<file path="config.mk">
export PLATFORM = sky130hd
export DESIGN_NAME = icache_line_filler
export DESIGN_NICKNAME = d
export VERILOG_FILES = /design/src/rtl/icache_line_filler.sv
export SDC_FILE = /design/constraint.sdc
export NUM_CORES = 1
export LEC_CHECK = 0
export CAP_MARGIN = 20
export CORE_UTILIZATION = 55
export CTS_BUF_LIST = sky130_fd_sc_hd__clkbuf_8
export DETAILED_ROUTE_END_ITERATION = 16
export PLACE_DENSITY = 0.89
export SYNTH_ARGS = -nofsm -noshare
export SYNTH_HDL_FRONTEND = slang
export SYNTH_SLANG_ARGS = --single-unit
export TNS_END_PERCENT = 1
</file>
<file path="constraint.sdc">
create_clock -name clk -period 2.6 [get_ports clk]
set_input_delay 0.52 -clock clk [delete_from_list [all_inputs] [get_ports clk]]
set_output_delay 0.52 -clock clk [all_outputs]
set_load 0.02 [all_outputs]
</file>
<file path="src/rtl/icache_line_filler.sv">
// icache_line_filler
//
// Purpose:
//   Fills one instruction-cache line on a miss. It latches the 32-byte-aligned
//   line base from the miss address and issues 8 sequential word reads on the
//   32-bit main-memory bus. It then assembles the returned words into the 256-bit
//   line format and pulses o_mem_ready for one cycle.
//   Only one line is in flight at a time.
//
// Ports:
//   clk            clock, all state updates on the rising edge
//   srst           synchronous active-high reset, overrides everything
//   i_mem_address  miss address from the cache; low 5 bits are ignored
//   i_mem_read     line-fill request (level), sampled only while idle
//   o_mem_data     last completed line, word k at [255-32k -: 32]
//   o_mem_ready    one-cycle pulse when o_mem_data holds the requested line
//   o_bus_address  word address on the memory bus (always 4-byte aligned)
//   o_bus_read     bus read request, held until i_bus_ack
//   i_bus_data     read data, valid with i_bus_ack
//   i_bus_ack      bus accepts the request and returns data in the same cycle
module icache_line_filler #(
    parameter int WORDS_PER_LINE = 8,
    parameter int WORD_WIDTH     = 32
) (
    input  logic                                 clk,
    input  logic                                 srst,
    input  logic [31:0]                          i_mem_address,
    input  logic                                 i_mem_read,
    output logic [WORDS_PER_LINE*WORD_WIDTH-1:0] o_mem_data,
    output logic                                 o_mem_ready,
    output logic [31:0]                          o_bus_address,
    output logic                                 o_bus_read,
    input  logic [WORD_WIDTH-1:0]                i_bus_data,
    input  logic                                 i_bus_ack
);

    localparam int LINE_WIDTH = WORDS_PER_LINE * WORD_WIDTH;
    localparam int CNT_W      = $clog2(WORDS_PER_LINE);
    // Byte offset of a word inside the line: word index followed by 2 zero bits.
    localparam int OFF_W      = CNT_W + 2;
    localparam logic [CNT_W-1:0] LAST_WORD = CNT_W'(WORDS_PER_LINE - 1);

    typedef enum logic [1:0] {
        ST_IDLE    = 2'd0,
        ST_FILL    = 2'd1,
        ST_DONE    = 2'd2,
        ST_HOLDOFF = 2'd3
    } state_t;

    state_t                  state_reg;
    logic [CNT_W-1:0]        count_reg;
    logic [CNT_W-1:0]        count_next;
    logic [WORD_WIDTH-1:0]   line_reg [WORDS_PER_LINE];
    logic [LINE_WIDTH-1:0]   line_next;

    // The byte offset within the line never reaches the line base bits.
    logic unused_addr_bits;
    assign unused_addr_bits = ^i_mem_address[OFF_W-1:0];

    assign count_next = count_reg + CNT_W'(1);

    // Completed line image: the slot being acked right now takes the bus data
    // directly, so the final word does not need an extra cycle through line_reg.
    genvar gi;
    generate
        for (gi = 0; gi < WORDS_PER_LINE; gi++) begin : g_word
            assign line_next[LINE_WIDTH-1-WORD_WIDTH*gi -: WORD_WIDTH] =
                (count_reg == CNT_W'(gi)) ? i_bus_data : line_reg[gi];
        end
    endgenerate

    always_ff @(posedge clk) begin
        if (srst) begin
            state_reg     <= ST_IDLE;
            count_reg     <= '0;
            for (int i = 0; i < WORDS_PER_LINE; i++) begin
                line_reg[i] <= '0;
            end
            o_mem_data    <= '0;
            o_mem_ready   <= 1'b0;
            o_bus_address <= '0;
            o_bus_read    <= 1'b0;
        end else begin
            case (state_reg)
                ST_IDLE: begin
                    if (i_mem_read) begin
                        o_bus_address <= {i_mem_address[31:OFF_W], {OFF_W{1'b0}}};
                        o_bus_read    <= 1'b1;
                        count_reg     <= '0;
                        state_reg     <= ST_FILL;
                    end
                end

                ST_FILL: begin
                    // The request inputs are deliberately not looked at here:
                    // once started, a fill always completes for the latched base.
                    if (i_bus_ack) begin
                        line_reg[count_reg] <= i_bus_data;
                        if (count_reg != LAST_WORD) begin
                            count_reg                <= count_next;
                            // Only the in-line offset advances; the base bits
                            // are never carried into, so the top line cannot wrap.
                            o_bus_address[OFF_W-1:0] <= {count_next, 2'b00};
                        end else begin
                            count_reg   <= '0;
                            o_bus_read  <= 1'b0;
                            o_mem_data  <= line_next;
                            o_mem_ready <= 1'b1;
                            state_reg   <= ST_DONE;
                        end
                    end
                end

                ST_DONE: begin
                    o_mem_ready <= 1'b0;
                    state_reg   <= ST_HOLDOFF;
                end

                // The cache's registered request still shows the just-served
                // miss for one cycle after ready, so this cycle must not sample it.
                ST_HOLDOFF: begin
                    state_reg <= ST_IDLE;
                end

                default: begin
                    state_reg <= ST_IDLE;
                end
            endcase
        end
    end

endmodule
</file>
# ---- After elaboration in Yosys (flattened, before gate mapping)
# Memory sizes are Yosys's and may differ from the RTL's. A register that Yosys moved wholly into a read port is not among the register bits.
# Cells that the tools add are included.
dict set report totals {
  in_bits 68
  mem_count 1
  latchBits 0
  ramBits 256
  romBits 0
  ff_bits 39
  elab_cells 56
}
# memory words word_bits read_ports rd_ports_with_merged_regs wr line
set mem_list {}
lappend mem_list {line_reg 8 32 8 8 8 53} ;# logic [WORD_WIDTH-1:0] line_reg [WORDS_PER_LINE];
dict set report classes {
  n_reduce_logical 11
  div 0
  n_lt_le_gt_ge 0
  mux 28
  n_eq_ne 8
  bitwise_logic 1
  mul 0
  n_addsub 1
  n_shift 0
}
# operator count
set ops {}
lappend ops {{$mux W32} 1}
lappend ops {{$reduce_or A32 Y1} 1}
lappend ops {{$mux W5} 3}
lappend ops {{$mux W1} 12}
lappend ops {{$mux W3} 4}
lappend ops {{$reduce_and A3 Y1} 4}
lappend ops {{$pmux W5 S2} 1}
lappend ops {{$ne A2 B2 Y1 const B} 4}
lappend ops {{$pmux W2 S4} 1}
lappend ops {{$reduce_and A4 Y1} 2}
lappend ops {{$mux W2} 3}
lappend ops {{$pmux W3 S2} 1}
lappend ops {{$eq A2 B2 Y1 const B} 2}
lappend ops {{$pmux W1 S2} 2}
lappend ops {{$reduce_bool A2 Y1} 2}
lappend ops {{$add A3 B1 Y3 const B} 1}
lappend ops {{$ne A3 B3 Y1 const B} 1}
lappend ops {{$eq A2 B1 Y1 const B} 1}
lappend ops {{$logic_not A2 Y1} 1}
lappend ops {{$reduce_and A2 Y1} 1}
lappend ops {{$not A1 Y1} 1}

# ---- Logic depth before layout (Yosys ltp)
dict set report depth {
  word_depth 6
  mapped_depth 8
}

# ---- Worst setup path after synthesis
# Ideal clock, no wire load.
dict set report synth_path {
  path_type {input -> register}
  startpoint {input port srst}
  endpoint {memory line_reg[2][0], enable pin}
  cell_stages 5
  setup_ps 375
  required_ps 2225
  path_slack_ps 398
  path_buffers 1
  t_arrival_ps 1828
  path_cell_list {buf_2 > and3b_2 > nand2_1 > nor3_1 > or2_2}
}
# element line
set synth_lines {}
lappend synth_lines {{start: declaration} 26} ;# input logic srst,
lappend synth_lines {{end: declaration} 53}

# ---- Worst setup path in the final report
dict set report layout_path {
  startpoint {register count_reg[0]}
  endpoint {register o_mem_data[112] (read register of line_reg)}
}
dict set report layout_between {
  elab_chain_len 3
}
# element line
set layout_lines {}
lappend layout_lines {{start: declaration} 51} ;# logic [CNT_W-1:0] count_reg;
lappend layout_lines {{start signal: assignment} 100} ;# count_reg <= count_next;
lappend layout_lines {{$ne A3 B3 Y1} 99} ;# if (count_reg != LAST_WORD) begin
lappend layout_lines {{$not A1 Y1 (no source line)} --}
lappend layout_lines {{$reduce_and A3 Y1 (no source line)} --}
lappend layout_lines {{end: declaration} 29} ;# output logic [WORDS_PER_LINE*WORD_WIDTH-1:0] o_mem_data,
# Every way passes these cells.
# A chain may end at the register's enable or synchronous reset.

==> results.tsv <==
metric	value	unit
critPathArrivalTime	2.83	ns
ctsRootBufferMaster	clkbuf_8	
detail_route.first_pass.iterations	5	
later_pin_clock_latency_in_the_skew_report	0.63	ns
postCtsSetupRepairBufs	0	
net-switching-power	4.41	mW
drive_above_1_share	8.10	%
final_common_cell	nand2_1	
fmax	0.422	GHz
vias_per_cell	5.55	
final_nets	2405	
post_synth_instance_area	20700	sq um
wire_length_of_the_first_global_routing_pass	87600	um
seq_power_share	51.6	%
rows	70	
vias_in_the_first_global_route	16000	
run_status	finished, final reports clean	
post_synth_inst_count	2013	
timing.critical_path.from_type	flip-flop	
power_leakage	9.57	nW
p_clk_share	40.2	%
hold_path.class	input port to flip-flop	
clock_sinks	549	
yosysUniqueCellTypes	30	
place.port_buffers	350	
setup_skew	0.0232	ns
antenna_violating_nets_post_route	0	
crit-reg2reg-launch	count_reg[0]$_SDFFE_PP0P_	
initialDrtViolationCount	1318	
effective_utilization_at_floorplan	56.2	%
final_report_max_slew_violation_count	0	
max_cap_viol_count	0	
p_int	14.0	mW
tritoncts	built	
power.combinational.fraction	8.2	%
crit_path_max_fanout	27	
hold_viol_final	0	
final_cell_mix	446 x nand2_1, 349 x clkdlybuf4s50_1, 293 x dfxtp_1, 261 x and2_1, 256 x edfxtp_1	
detailedPlacementHpwl	36500	um
critical_path.slowest_cell	dfxtp_1	
final-instance-count-excl-fill	2899	
grt.met3_usage	9.23	%
timing.critical_path.required	3.06	ns
cts.reportedPaths.clkPinSlew	0.06	ns
cts_made_buffers	86	
timing.hold.worst.start	srst	
layout_min_cycle_time	2.37	ns
sw_frac_of_total	24.0	%
critPathKind	flip-flop to flip-flop	
detail_route.wl_per_cell	19.9	um
cts.repair.resized	0	
num_io_pins	358	
die_width	196	um
synth.yosys.warnings	0	
floorplan.core_area	36900	sq um
final_min_period_over_clock_period	91.2	%
rsz_0062_raised_after_global_routing	false	
power.ir.vdd_worst	0.454	mV
cts-root-to-sink-buffers	3	
synth_area_per_cell	10.3	sq um
final.setup.tns	0	ns
antenna_found_initial	1	
gr-usage-met2	49.7	%
holdWs	0.409	ns
die_h	196	um
flow.area_growth_from_synthesis	28.6	%
vias	16100	
globalplace.congestion	0.863	
crit_path_cell_trace	ha_1, ha_1, nand3_4, buf_12, buf_12, nand2_1, a21oi_1	
power.density	690	nW/um^2
ctsHtreeMaxLevel	3	
drt_drc_violations_left	0	
synth.ff_latch_count	549	
grt_usage	29.7	%
postCtsHoldBufs	0	
grt_overflow_total	0	
setup_viol	0	
worst_setup_path_startpoint	count_reg[0]$_SDFFE_PP0P_	
worst_path_largest_cell_delay	0.53	ns
detail_route.wirelength	57600	um
grt.met1_usage	35.7	%
worst_setup_path_end_kind	flip-flop	
placed_cells_incl_taps	2743	
grt_busiest_layer	met2	
seq_area_frac_synth	65.4	%
max-slew-margin-rel	35.9	%
grt_max_degree	100	
fp.dieArea	38500	sq um
timing_worst_slew_pin_value	0.958	ns
critical path, delay by kind of cell, from the launching register on:
| family | cells | cell delay [ns] |
|---|---|---|
| compound gates | 1 | 0.07 |
| fa+ha+maj | 2 | 0.59 |
| buf+inv | 2 | 0.49 |
| flops | 1 | 0.53 |
| simple gates | 2 | 0.49 |
through the flow:
stage / area, sq um / setup slack [ns] / power [mW] / utilization [%]
final: 26700 / 0.228 / 18.4 / 72.3
after CTS: 26700 / 0.235 / 18.5 / 72.3
after global placement: 24900 / 0.144 / 11.1 / 67.5
after detailed placement: 24900 / 0.127 / 11.2 / 67.5
after global routing: 26700 / 0.0610 / 19.0 / 72.3
after floorplan: 20700 / 0.398 / 10.5 / -
worst paths after layout:
kind,to,slack [ns],cells past startpoint
setup / recovery,o_mem_data[112]$_SDFFE_PP0P_,0.23,7
hold / removal,count_reg[2]$_SDFFE_PP0P_,0.41,3
setup reg to reg,o_mem_data[112]$_SDFFE_PP0P_,0.23,7
hold reg to reg,o_mem_data[105]$_SDFFE_PP0P_,0.45,2
power groups by stage:
stage	logic, mW	clock network [mW]	registers [mW]
after floorplan	0.734	0	9.75
after global placement	1.45	0	9.65
after detailed placement	1.50	0	9.66
after CTS	1.50	7.48	9.48
after global routing	1.62	7.87	9.51
final	1.51	7.40	9.48
synthesized netlist by cell type:
cell type | instances | share of area [%]
nand2_1 | 446 | 8.1
dfxtp_1 | 293 | 28
and2_1 | 261 | 7.9
edfxtp_1 | 256 | 37
a21oi_1 | 253 | 6.1
clkbuf_1 | 132 | 2.4
nor2_1 | 111 | 2.0
nor3_1 | 68 | 1.6
a211oi_1 | 66 | 2.4
buf_2 | 41 | 0.99
nor4_1 | 33 | 1.0
ha_1 | 10 | 0.60
or2_2 | 8 | 0.24
nor2b_1 | 6 | 0.18
mux2i_1 | 5 | 0.24
buf_4 | 4 | 0.14
inv_1 | 4 | 0.072
nand2b_1 | 3 | 0.091
o21ai_0 | 2 | 0.048
a2111oi_4 | 1 | 0.13
a31oi_1 | 1 | 0.030
and3_1 | 1 | 0.030
and3b_2 | 1 | 0.048
and4b_1 | 1 | 0.048
buf_1 | 1 | 0.018
conb_1 | 1 | 0.018
nand3_1 | 1 | 0.024
nand3_2 | 1 | 0.048
nor3_2 | 1 | 0.048
xnor2_1 | 1 | 0.042
cell families after synthesis:
family,count (synthesis),share of synthesized area [%]
other,1,0.0181
xor gates and xnor gates,1,0.0423
DFF,549,65.4
muxes,5,0.242
adders and majority gates,10,0.604
and+or+nand+nor,942,21.4
AOI/OAI and AO/OA,323,8.71
buffers and inverters,182,3.62
routing by layer:
metal | share of wire, % | wire length, um | vias up
li1 | - | - | 7410
met1 | 37 | 21400 | 7704
met2 | 48 | 27900 | 853
met3 | 12 | 6640 | 118
met4 | 3.0 | 1730 | 0
met5 | 0 | 0 | -
cell type report:
class / instances / area [sq um]
Fill cell: 2375 / 10200
Sequential cell: 549 / 13600
Clock inverter: 46 / 277
Multi-Input combinational cell: 1283 / 6460
Timing Repair Buffer: 403 / 4220
Clock buffer: 109 / 1500
Antenna cell: 1 / 2.50
Inverter: 4 / 15.0
Tap cell: 504 / 631
Note: power is estimated with default switching activity, not from simulation.
